**src/rtl/hqm_rcfwl_gclk_qdivctl_pkg.sv**
```systemverilog
// Shared types and helpers for the quarter-rate divider ratio-change sequencer.
package hqm_rcfwl_gclk_qdivctl_pkg;

  localparam int CNT_W = 5;

  typedef enum logic [2:0] {
    INIT_RST,
    IDLE,
    WAIT_BOUND,
    GATE,
    RST,
    SETTLE,
    ACK
  } qdiv_state_e;

  function automatic logic ratio_legal(input logic [3:0] ratio,
                                       input int unsigned lo,
                                       input int unsigned hi);
    int unsigned r;
    r = 32'(ratio);
    return (r >= lo) && (r <= hi);
  endfunction

endpackage

```
**src/rtl/hqm_rcfwl_gclk_qdivctl_tmr.sv**
```systemverilog
// Loadable down counter shared by every timed sequencer state; done while zero.
module hqm_rcfwl_gclk_qdivctl_tmr
  import hqm_rcfwl_gclk_qdivctl_pkg::*;
#(
  parameter logic [CNT_W-1:0] RST_VAL = '0
) (
  input  logic             clkin,
  input  logic             rb,
  input  logic             load,
  input  logic [CNT_W-1:0] load_val,
  output logic             done
);

  logic [CNT_W-1:0] cnt;

  // Reset preloads the INIT_RST hold so bring-up gets its full divider-reset time.
  always_ff @(posedge clkin or negedge rb) begin
    if (!rb) begin
      cnt <= RST_VAL;
    end else if (load) begin
      cnt <= load_val;
    end else if (cnt != '0) begin
      cnt <= cnt - CNT_W'(1);
    end
  end

  assign done = (cnt == '0);

endmodule

```
**src/rtl/hqm_rcfwl_gclk_iclk_qdivctl.sv**
```systemverilog
// Ratio-change sequencer: waits for a divider period boundary, gates the clock,
// resets and reloads the divider, settles, then re-enables the clock.
module hqm_rcfwl_gclk_iclk_qdivctl
  import hqm_rcfwl_gclk_qdivctl_pkg::*;
#(
  parameter logic [3:0]  RESET_RATIO = 4'd4,
  parameter int unsigned RATIO_MIN   = 2,
  parameter int unsigned RATIO_MAX   = 15,
  parameter int unsigned GATE_CYC    = 2,
  parameter int unsigned RST_CYC     = 2,
  parameter int unsigned SETTLE_CYC  = 4,
  parameter int unsigned BOUND_TO    = 31
) (
  input  logic       clkin,
  input  logic       rb,
  input  logic       ratio_req_vld,
  input  logic [3:0] ratio_req,
  input  logic       dutycyc_50p_req,
  input  logic       hith,
  output logic       ratio_req_ack,
  output logic       ratio_err,
  output logic       ratio_busy,
  output logic       divrstb,
  output logic [3:0] ratiom3,
  output logic       dutycyc_50p_en,
  output logic       clkgate_en
);

  localparam logic [CNT_W-1:0] GATE_LD   = CNT_W'(GATE_CYC - 1);
  localparam logic [CNT_W-1:0] RST_LD    = CNT_W'(RST_CYC - 1);
  localparam logic [CNT_W-1:0] SETTLE_LD = CNT_W'(SETTLE_CYC - 1);
  localparam logic [CNT_W-1:0] BOUND_LD  = CNT_W'(BOUND_TO - 1);

  qdiv_state_e      state, state_nxt;
  logic             tmr_load, tmr_done;
  logic [CNT_W-1:0] tmr_val;
  logic [3:0]       pend_ratio;
  logic             pend_dc, req_active, ack_prev, hith_q;
  logic             req_legal, req_same;

  assign req_legal = ratio_legal(ratio_req, RATIO_MIN, RATIO_MAX);
  assign req_same  = (ratio_req == ratiom3) && (dutycyc_50p_req == dutycyc_50p_en);

  hqm_rcfwl_gclk_qdivctl_tmr #(.RST_VAL(RST_LD)) u_tmr (
    .clkin    (clkin),
    .rb       (rb),
    .load     (tmr_load),
    .load_val (tmr_val),
    .done     (tmr_done)
  );

  always_comb begin
    // NOTE: every output of this block gets a default first, so no path infers a latch.
    state_nxt = state;
    tmr_load  = 1'b0;
    tmr_val   = '0;
    case (state)
      INIT_RST: if (tmr_done) begin
        state_nxt = SETTLE;
        tmr_load  = 1'b1;
        tmr_val   = SETTLE_LD;
      end
      // ack_prev blocks re-accepting a request still held over from the last ack.
      IDLE: if (ratio_req_vld && !ack_prev) begin
        if (!req_legal || req_same) begin
          state_nxt = ACK;
        end else begin
          state_nxt = WAIT_BOUND;
          tmr_load  = 1'b1;
          tmr_val   = BOUND_LD;
        end
      end
      WAIT_BOUND: if ((hith && !hith_q) || tmr_done) begin
        state_nxt = GATE;
        tmr_load  = 1'b1;
        tmr_val   = GATE_LD;
      end
      GATE: if (tmr_done) begin
        state_nxt = RST;
        tmr_load  = 1'b1;
        tmr_val   = RST_LD;
      end
      RST: if (tmr_done) begin
        state_nxt = SETTLE;
        tmr_load  = 1'b1;
        tmr_val   = SETTLE_LD;
      end
      SETTLE: if (tmr_done) state_nxt = req_active ? ACK : IDLE;
      ACK:     state_nxt = IDLE;
      default: state_nxt = INIT_RST;
    endcase
  end

  // NOTE: sequential state uses non-blocking assignments so every flop sees pre-edge values.
  always_ff @(posedge clkin or negedge rb) begin
    if (!rb) begin
      state          <= INIT_RST;
      divrstb        <= 1'b0;
      ratiom3        <= RESET_RATIO;
      dutycyc_50p_en <= 1'b0;
      clkgate_en     <= 1'b0;
      ratio_req_ack  <= 1'b0;
      ratio_err      <= 1'b0;
      ratio_busy     <= 1'b1;
      hith_q         <= 1'b0;
      ack_prev       <= 1'b0;
      pend_ratio     <= RESET_RATIO;
      pend_dc        <= 1'b0;
      req_active     <= 1'b0;
    end else begin
      state         <= state_nxt;
      hith_q        <= hith;
      ack_prev      <= ratio_req_ack;
      ratio_busy    <= (state_nxt != IDLE);
      ratio_req_ack <= (state_nxt == ACK);
      ratio_err     <= (state == IDLE) && (state_nxt == ACK) && !req_legal;
      if (state_nxt != state) begin
        case (state_nxt)
          WAIT_BOUND: begin
            pend_ratio <= ratio_req;
            pend_dc    <= dutycyc_50p_req;
            req_active <= 1'b1;
          end
          GATE: clkgate_en <= 1'b0;
          // New ratio lands together with divider reset so it never runs on a live clock.
          RST: begin
            divrstb        <= 1'b0;
            ratiom3        <= pend_ratio;
            dutycyc_50p_en <= pend_dc;
          end
          SETTLE: begin
            divrstb    <= 1'b1;
            clkgate_en <= 1'b0;
          end
          ACK: begin
            clkgate_en <= 1'b1;
            req_active <= 1'b0;
          end
          IDLE: begin
            clkgate_en <= 1'b1;
            divrstb    <= 1'b1;
          end
          default: ;
        endcase
      end
    end
  end

endmodule
```
**config.mk**
```make
export PLATFORM = sky130hd
export DESIGN_NAME = hqm_rcfwl_gclk_iclk_qdivctl
export DESIGN_NICKNAME = d
export VERILOG_FILES = /design/src/rtl/hqm_rcfwl_gclk_qdivctl_pkg.sv /design/src/rtl/hqm_rcfwl_gclk_qdivctl_tmr.sv /design/src/rtl/hqm_rcfwl_gclk_iclk_qdivctl.sv
export SDC_FILE = /design/constraint.sdc
export NUM_CORES = 1
export LEC_CHECK = 0
export ABC_AREA = 0
export CORE_MARGIN = 3
export CORE_UTILIZATION = 25
export CTS_BUF_LIST = sky130_fd_sc_hd__clkbuf_4
export DETAILED_ROUTE_END_ITERATION = 16
export HOLD_SLACK_MARGIN = 0.06
export SYNTH_ARGS = -nofsm -noshare
export SYNTH_HDL_FRONTEND = slang
export SYNTH_HIERARCHICAL = 1
export SYNTH_SLANG_ARGS = --single-unit
```
**constraint.sdc**
```tcl
create_clock -name clkin -period 2.16 [get_ports clkin]
set_clock_uncertainty 0.05 [all_clocks]
set_input_delay 0.432 -clock clkin [delete_from_list [all_inputs] [get_ports clkin]]
set_output_delay 0.432 -clock clkin [all_outputs]
set_load 0.05 [all_outputs]
```
==> results by group, run 1 <==
Setup path
  • Crit start category: flop
  • Worst endpoint required time: between 1.5 and 2 ns
  • Worst Setup End Kind: output pin
  • Critical path data arrival time: between 1.5 and 2 ns
  • Crit path from: clkgate_en
  • CP bufs+invs: 1
  • Critical path class: flop to output pin
  • Slowest cell on the critical path: clkdlybuf4s50_1
  • Worst path top cell family by delay: buffers and inverters
  • Worst path cell trace: clkdlybuf4s50_1
  • CP max stage delay: 0.82 ns
  • Crit Path Max Fanout: 4
  • Worst R2R Start: state[2]

Worst hold path
  • Min-delay src: ratio_req_ack
  • Hold Path Class: flop to flop

Global route
  • First-pass GRT wire length: 4.89 mm
  • Initial antenna violation count: 0
  • Largest net degree at the start of global routing: 27
  • Gr usage total: under 10%
  • GRT overflow: 0
  • Vias in the first global route: 1030

Cells and area
  • Antenna Cells: 0
  • Layout area overhead: 30.8%
  • Multi-input gate area: 668 µm²
  • Filler instances: 540
  • Net count, final: roughly 170
  • Share of cells above drive strength 1: 31.2%
  • Flip-flop and latch area: 656 µm²
  • Final Core Density: about a third

Route
  • Initial drt markers: 19
  • Via density: approximately 4.4
  • Post-Route WL: 2.68 mm
  • Vias: 987
  • DRC: 0
  • Final ANT Viol Nets: 0
  • Drt first pass iters: 6
  • DR WL/cell: 12.0 µm

Clock network
  • CTS Hold Bufs: 0
  • Worst-path clk slew: 0.14 ns
  • CTS root buf: clkbuf_4
  • CTS tree: yes
  • Num Clock Sinks: 26
  • Max clock buf depth: 2
  • Clk_lat worst skew: 0.33 ns
  • H-tree depth: 1
  • Total CTS buffers: 3

Synthesis
  • Cell with the most instances after synthesis: dfrtp_1
  • Mapped Cells: 122
  • Post-Syn Area: 1380 µm²
  • Number of synthesized flops with an enable pin: 0
  • Area leader, netlist: dfrtp_1
  • Yosys reg bits: 26
  • Ys flop type: dfrtp_1
  • Netlist cell types: 40
  • Synth area leaders: dfrtp_1, dfstp_2, mux2_4
  • Synthesized Nets: between 100 and 150
  • Most frequent cells after synthesis: dfrtp_1, nand2_1, inv_1, xnor2_1
  • Syn avg cell area: 11.3 µm²
  • Synth top area share: ~40%
  • Sequential share of the synthesized area: 47.7%
  • Synth Warn #: 6
  • Post-synth ARST share: 100%

Power
  • Power, Total: 2.75 mW
  • Leakage: 0.767 nW
  • Pwr dens: approximately 1500 nW/µm²
  • Peak supply drop: 0.559 mV

Floorplanning
  • Core Footprint: 5200 µm²
  • Die H: around 80 µm
  • Ports: 19
  • Row cnt: 26
  • Die X: 80.2 µm
  • Die area: 6430 µm²
  • Initial core utilization: between 20% and 30%

STA
  • Slew @ Worst Pin: 0.500 ns
  • Slew margin rel.: 66.6%
  • Fmax: approximately 0.5 GHz
  • Final worst path period share: a little over nine tenths
  • PnR worst setup slack: 0.123 ns
  • RSZ-0062 raised after global routing: no
  • Min Tclk post-route: 2.04 ns
  • Setup TNS: 0 ns
  • Worst-case hold slack: 0.357 ns
  • Final Hold Violating Endpoints: 0
  • Max-slew violation count: 0
  • Final setup viols: 0

Placement
  • Routability Congestion: between 0.7 and 0.8
  • Setup Slack @ Placement: -0.138 ns
  • PortBufs: 18
  • DP Wirelength: 1.99 mm

Job
  • Max-cap violations: 0

Status
  • Status: completed
[logic make-up after synthesis]
logic type	count (synthesis)	share of synthesized area, %
xor+xnor	8	5.10
flops	26	47.7
simple gates	34	15.1
buf+inv	14	4.91
fa+ha+maj	1	0.910
mux	12	11.1
compound gates	27	15.2
[worst paths after layout]
check	end	slack [ns]	cells after the start
worst max-delay path	clkgate_en	0.12	1
worst min-delay path	ack_prev	0.36	0
worst max register to register	pend_dc	0.15	5
worst min register to register	ack_prev	0.36	0
max in group asynchronous	ratio_busy	1.37	2
min in group asynchronous	u_tmr/cnt[1]	0.40	2
[metrics by stage]
| stage | cell area [µm²] | std cells |
|---|---|---|
| 6_report | 1800 | 224 |
| 5_1_grt | 1800 | 224 |
| 4_1_cts | 1760 | 221 |
| 3_5_place_dp | 1710 | 217 |
| 3_3_place_gp | 1710 | 217 |
| 2_1_floorplan | 1380 | 122 |
[routing by layer]
metal  share of wire, %  GRT usage (%)
met1                 49           13.6
met4               0.63           2.53
met5                  0              0
met3                3.4           1.68
met2                 47           14.6
[cell usage in the layout (no fill, tap or decap), types with 2 or more instances in the layout]
| cell type | n |
|---|---|
| buf_4 | 16 |
| clkbuf_4 | 3 |
| clkdlybuf4s50_1 | 16 |
| dfrtp_1 | 22 |
| dfstp_2 | 4 |
| inv_1 | 8 |
| mux2_2 | 6 |
| mux2_4 | 5 |
| nand2_1 | 11 |
| nand3_1 | 6 |
| nor2_1 | 3 |
| nor2b_1 | 4 |
| o21a_1 | 2 |
| o21ai_0 | 4 |
| o21ai_1 | 3 |
| o21ai_2 | 2 |
| o31ai_1 | 4 |
| xnor2_1 | 8 |
[flip-flops by register name (all words and copies together) (netlist names), 3 cells and up]
register	cells
pend_ratio	4
ratiom3	4
state	3
u_tmr/cnt	5
[layout make-up]
type                            instances  area share [%]
Clock inverter                          1            1.67
Sequential cell                        26            36.5
Tap cell                               70            4.87
Inverter                                9            1.88
Clock buffer                            3            1.25
Timing Repair Buffer                   33            16.7
Multi-Input combinational cell         82            37.2
[what timing repair did]
action / CTS / global route
buffers inserted: 0 / 3
setup endpoints to repair: 0 / 8
resized for setup: 0 / 5
[report_power, final]
part / total (mW) / internal, mW / switching [mW] / leakage, nW
logic: 1.56 / 0.743 / 0.814 / 0.421
clock network: 0.339 / 0.188 / 0.151 / 0.0279
registers: 0.851 / 0.712 / 0.139 / 0.318
Note: power is estimated with default switching activity, not from simulation.
==> inputs of run 2 (changes only) <==
Settings changed: SKIP_LAST_GASP from default to 1.
==> results of run 2 <==
Final layout, timing and power as in run 1 (identical DEF).
